===== src/rtl/cluster_clock_sel_ctrl.sv =====
// rtl/cluster_clock_sel_ctrl.sv - sequenced N-input clock-select controller (gate off, switch, settle, gate on)
// Optional switch counter on sw_cnt_o enabled by defining CLUSTER_CLOCK_SEL_CNT_EN.
module cluster_clock_sel_ctrl #(
  parameter int NUM_CLK      = 4,
  parameter int SEL_W        = $clog2(NUM_CLK),
  parameter int RST_SEL      = 0,
  parameter int GATE_OFF_CYC = 2,
  parameter int SETTLE_CYC   = 2
) (
  input  logic               clk_i,
  input  logic               rst_i,
  input  logic               req_valid_i,
  input  logic [SEL_W-1:0]   req_sel_i,
  output logic               req_ready_o,
  output logic [NUM_CLK-1:0] clk_sel_oh_o,
  output logic               clk_gate_en_o,
  output logic [SEL_W-1:0]   cur_sel_o,
  output logic               busy_o,
  output logic               err_o,
  output logic [15:0]        sw_cnt_o
);

  typedef enum logic [1:0] {
    S_IDLE,
    S_GATE_OFF,
    S_SWITCH,
    S_SETTLE
  } state_t;

  localparam logic [NUM_CLK-1:0] ONE_OH = NUM_CLK'(1);

  state_t             r_state;
  state_t             w_state_nxt;
  logic [3:0]         r_cnt;
  logic [3:0]         w_cnt_nxt;
  logic [SEL_W-1:0]   r_target;
  logic [SEL_W-1:0]   w_target_nxt;
  logic [SEL_W-1:0]   r_cur_sel;
  logic [NUM_CLK-1:0] r_sel_oh;
  logic               r_gate_en;
  logic               r_err;
  logic               w_err_nxt;
  logic               w_accept;
  logic               w_illegal;
  logic [31:0]        w_req_idx;
  logic               w_sw_done;

  // Widened so the range check stays meaningful when NUM_CLK is a power of two.
  assign w_req_idx = 32'(req_sel_i);
  assign w_illegal = (w_req_idx >= 32'(NUM_CLK));
  assign w_accept  = req_valid_i && (r_state == S_IDLE);
  assign w_sw_done = (r_state == S_SETTLE) && (r_cnt == 4'd0);

  always_comb begin
    w_state_nxt  = r_state;
    w_cnt_nxt    = r_cnt;
    w_target_nxt = r_target;
    w_err_nxt    = 1'b0;
    case (r_state)
      S_IDLE: begin
        if (w_accept) begin
          if (w_illegal) begin
            w_err_nxt = 1'b1;
          end else if (req_sel_i != r_cur_sel) begin
            w_target_nxt = req_sel_i;
            w_cnt_nxt    = 4'(GATE_OFF_CYC - 1);
            w_state_nxt  = S_GATE_OFF;
          end
        end
      end
      S_GATE_OFF: begin
        if (r_cnt == 4'd0) w_state_nxt = S_SWITCH;
        else               w_cnt_nxt   = r_cnt - 4'd1;
      end
      S_SWITCH: begin
        w_cnt_nxt   = 4'(SETTLE_CYC - 1);
        w_state_nxt = S_SETTLE;
      end
      S_SETTLE: begin
        if (r_cnt == 4'd0) w_state_nxt = S_IDLE;
        else               w_cnt_nxt   = r_cnt - 4'd1;
      end
      default: w_state_nxt = S_IDLE;
    endcase
  end

  always_ff @(posedge clk_i or posedge rst_i) begin
    if (rst_i) begin
      r_state   <= S_IDLE;
      r_cnt     <= 4'd0;
      r_target  <= SEL_W'(RST_SEL);
      r_cur_sel <= SEL_W'(RST_SEL);
      r_sel_oh  <= ONE_OH << RST_SEL;
      r_gate_en <= 1'b1;
      r_err     <= 1'b0;
    end else begin
      r_state   <= w_state_nxt;
      r_cnt     <= w_cnt_nxt;
      r_target  <= w_target_nxt;
      r_err     <= w_err_nxt;
      // Gate enable is a flop driven from next state so it never glitches.
      r_gate_en <= (w_state_nxt == S_IDLE);
      if (r_state == S_SWITCH) begin
        r_cur_sel <= r_target;
        r_sel_oh  <= ONE_OH << r_target;
      end
    end
  end

`ifdef CLUSTER_CLOCK_SEL_CNT_EN
  logic [15:0] r_sw_cnt;

  always_ff @(posedge clk_i or posedge rst_i) begin
    if (rst_i) begin
      r_sw_cnt <= 16'h0000;
    end else if (w_sw_done && (r_sw_cnt != 16'hFFFF)) begin
      r_sw_cnt <= r_sw_cnt + 16'h0001;
    end
  end

  assign sw_cnt_o = r_sw_cnt;
`else
  logic w_unused_sw_done;
  assign w_unused_sw_done = w_sw_done;
  assign sw_cnt_o         = 16'h0000;
`endif

  assign req_ready_o   = (r_state == S_IDLE);
  assign busy_o        = (r_state != S_IDLE);
  assign clk_gate_en_o = r_gate_en;
  assign clk_sel_oh_o  = r_sel_oh;
  assign cur_sel_o     = r_cur_sel;
  assign err_o         = r_err;

endmodule

===== config.mk =====
export PLATFORM = sky130hd
export DESIGN_NAME = cluster_clock_sel_ctrl
export DESIGN_NICKNAME = d
export VERILOG_FILES = /design/src/rtl/cluster_clock_sel_ctrl.sv
export SDC_FILE = /design/constraint.sdc
export NUM_CORES = 1
export LEC_CHECK = 0
export BUFFER_PORTS_ARGS = -buffer_cell sky130_fd_sc_hd__clkbuf_2
export CAP_MARGIN = 10
export CORE_ASPECT_RATIO = 0.75
export CORE_MARGIN = 2
export CORE_UTILIZATION = 45
export DETAILED_ROUTE_END_ITERATION = 6
export PLACE_DENSITY = 0.74
export SETUP_SLACK_MARGIN = 0.1
export SLEW_MARGIN = 5
export SYNTH_ARGS = -nofsm -noshare
export SYNTH_HDL_FRONTEND = slang
export SYNTH_SLANG_ARGS = --single-unit
export TNS_END_PERCENT = 20

===== constraint.sdc =====
create_clock -name clk_i -period 1.54 [get_ports clk_i]
set_input_delay 0.154 -clock clk_i [delete_from_list [all_inputs] [get_ports clk_i]]
set_output_delay 0.154 -clock clk_i [all_outputs]
set_load 0.02 [all_outputs]

==> impl_metrics.csv <==
group,metric,value,unit
synth,synthDistinctLibCells,28,
worst_hold_path,whs_path_depth,2,
cts,cts_max_level,1,
floorplan,rows,13,
cts,clkSlewWorstSetupHoldPaths,0.10,ns
sta,min_period_over_period,91.6,%
sta,period_needed,1.41,ns
route,first_pass_iters,4,
outcome,status,"finished clean",
worst_setup_path,r2r_slack,0.13,ns
synth,netlist.area_leader.share,38.2,%
placement,io_buffers,13,
cts,cts_made_buffers,3,
route,drc,0,
sta,rsz0062_at_grt,"yes",
sta,setup_viol,0,
finish,nets,109,
worst_setup_path,critPathCaptureType,"output pin",
route,routedWlPerCell,12.3,um
floorplan,io_pins,31,
placement,place_ws,0.0639,ns
synth,syn_area,851,um2
grt,grt_pass1_wl,2.41,mm
worst_setup_path,cp_max_fo,8,
worst_setup_path,startpoint,"r_state[0]$_DFF_PP0_",
finish,diodes,0,
finish,final_common_cell,"conb_1",
grt,globalRouteOverflowTotal,0,
worst_setup_path,r2r-start,"r_cnt[1]$_DFFE_PP0P_",
placement,dp_hpwl,1.06,mm
cts,clk_latency,0.29,ns
floorplan,core,1760,um2
finish,drive_gt1_share,32.4,%
worst_setup_path,cp-start-kind,"register",
cts,cts_tree,"done",
floorplan,fp.dieW,54.2,um
sta,setup_ws,0.130,ns
worst_setup_path,crit_type,"reg -> out",
worst_setup_path,cp.arrival,1.26,ns
synth,seq_area_frac_synth,44.4,%
finish,area_delta_synth_final,13.2,%
worst_hold_path,hold_path_end,"r_target[0]$_DFFE_PP0P_",
sta,finalMaxSlewViolations,0,
grt,grt_usage,15.2,%
placement,gp_congestion,0.838,
sta,skew,0.0145,ns
synth,syn_area_per_cell,10.5,um2
worst_setup_path,reg2reg_depth,5,
synth,synthTopCellsByArea,"dfrtp_1, buf_4, mux2_1, dfstp_2, xor2_1",
power_and_ir_drop,p_total,1.95,mW
finish,most-common-layout-cells,"conb_1, dfrtp_1, clkbuf_2, nand2_1, buf_4",
floorplan,die_area,2260,um2
run,cap_violations,0,
synth,synth_warnings,0,
route,first_iter_violations,6,
grt,antenna_found_initial,0,
sta,setup_tns,0,ns
route,ant_nets,0,
route,routed_via_density,4.68,
synth,synthCells,81,
sta,worst_pin_slew,0.578,ns
worst_setup_path,r2r_end,"r_cnt[0]$_DFFE_PP0P_",
worst_hold_path,min_from,"req_sel_i[0]",
grt,grt_max_degree,16,
power_and_ir_drop,p_leak,0.476,nW
sta,slew_headroom,61.4,%
power_and_ir_drop,power_per_cell_area,2030,nW/um2
synth,yosysTopAreaCell,"dfrtp_1",
worst_setup_path,worstPathRequired,1.39,ns
cts,root_buffer,"clkbuf_4",
grt,grt_pass1_vias,527,
cts,clock_path_buffers,2,
floorplan,die_height,41.7,um
worst_hold_path,min_path_type,"in -> reg",
route,routed_wl,1.52,mm
sta,timing.fmax,0.709,GHz
floorplan,initial_core_util,48.4,%
power_and_ir_drop,peakVddDrop,1.19,mV
sta,hold_viol,0,
cts,cts_num_sinks,15,
synth,ys_ff_latch,15,
route,detailroute.via_count,580,
==> cell type report <==
type,count,area (um2)
multi-input combinational,58,392
timing repair buffer,20,120
fill,164,793
inverter,5,18.8
clock buffer,3,22.5
sequential,15,378
tap,22,27.5
clock inverter,1,5.00
==> how the worst max path moves through the flow <==
stage                           end  slack (ns)  cells past startpoint
4_1_cts        r_cnt[0]$_DFFE_PP0P_        0.12                      5
3_5_place_dp   r_cnt[0]$_DFFE_PP0P_        0.06                      5
5_1_grt                      busy_o        0.07                      3
6_report                     busy_o        0.13                      3
3_3_place_gp   r_cnt[0]$_DFFE_PP0P_        0.15                      5
2_1_floorplan  r_cnt[0]$_DFFE_PP0P_        0.20                      5
==> stage by stage <==
step | hold slack (ns) | util (%) | cell area, um2 | instances
floorplan | 0.0540 | - | 911 | 97
global route | 0.122 | 54.8 | 963 | 124
global placement | 0.211 | 49.6 | 871 | 114
finish | 0.101 | 54.8 | 963 | 124
CTS | 0.100 | 52.7 | 926 | 121
detailed placement | 0.223 | 49.6 | 871 | 114
==> cell usage after synthesis <==
master	number
o21ai_1	5
o221a_1	1
buf_2	1
and4bb_4	1
o31a_1	1
o211ai_2	1
mux2_1	5
nor2_1	2
inv_1	5
nor3_1	1
nand2_1	6
ha_1	1
xor2_1	3
a22o_1	1
o22ai_1	1
buf_4	18
or3b_1	1
o21ai_0	1
a32o_2	1
a31o_1	1
nand2b_1	3
conb_1	1
dfstp_2	2
dfrtp_1	13
nor2_4	1
o31ai_1	1
a21oi_1	1
nand3b_1	2
==> registers in the layout, indices dropped and copies added (netlist names) <==
register / cells
r_target: 2
cur_sel_o: 2
r_cnt: 4
clk_sel_oh_o: 4
clk_gate_en_o: 1
r_state: 2
==> cells by family after synthesis <==
family	count (synthesis)	share of synthesized area [%]
fa+ha+maj	1	1.47
buf+inv	24	18.7
xor+xnor	3	3.09
mux	5	6.62
compound gates	15	12.9
simple gates	17	12.4
other cells	1	0.441
flops	15	44.4
==> power breakdown <==
group | switching [mW] | internal (mW)
combinational | 0.514 | 0.441
clock | 0.129 | 0.0966
sequential | 0.182 | 0.589
total | 0.826 | 1.13
==> worst max-delay path: stages (launching register included) <==
cell	delay, ns
dfrtp_1	0.51
nor2_4	0.25
inv_1	0.06
clkbuf_2	0.15
==> layer usage <==
| layer | share of wire, % | GRT usage (%) | up-vias | wire length, um |
|---|---|---|---|---|
| met4 | 2.4 | 7.50 | 0 | 37 |
| li1 | - | - | 282 | - |
| met3 | 6.3 | 5.40 | 4 | 96 |
| met2 | 45 | 21.7 | 29 | 685 |
| met1 | 46 | 20.1 | 265 | 699 |
| met5 | 0 | 0 | - | 0 |
==> what timing repair did <==
item / in CTS / in global routing
buffers inserted: 2 / 3
gates resized for setup: 1 / 4
pin swaps: 1 / 2
endpoints found under the hold margin: 13 / 0
hold buffers: 1 / 0
setup endpoints to repair: 1 / 4
Power figures use the tool's default switching activity.
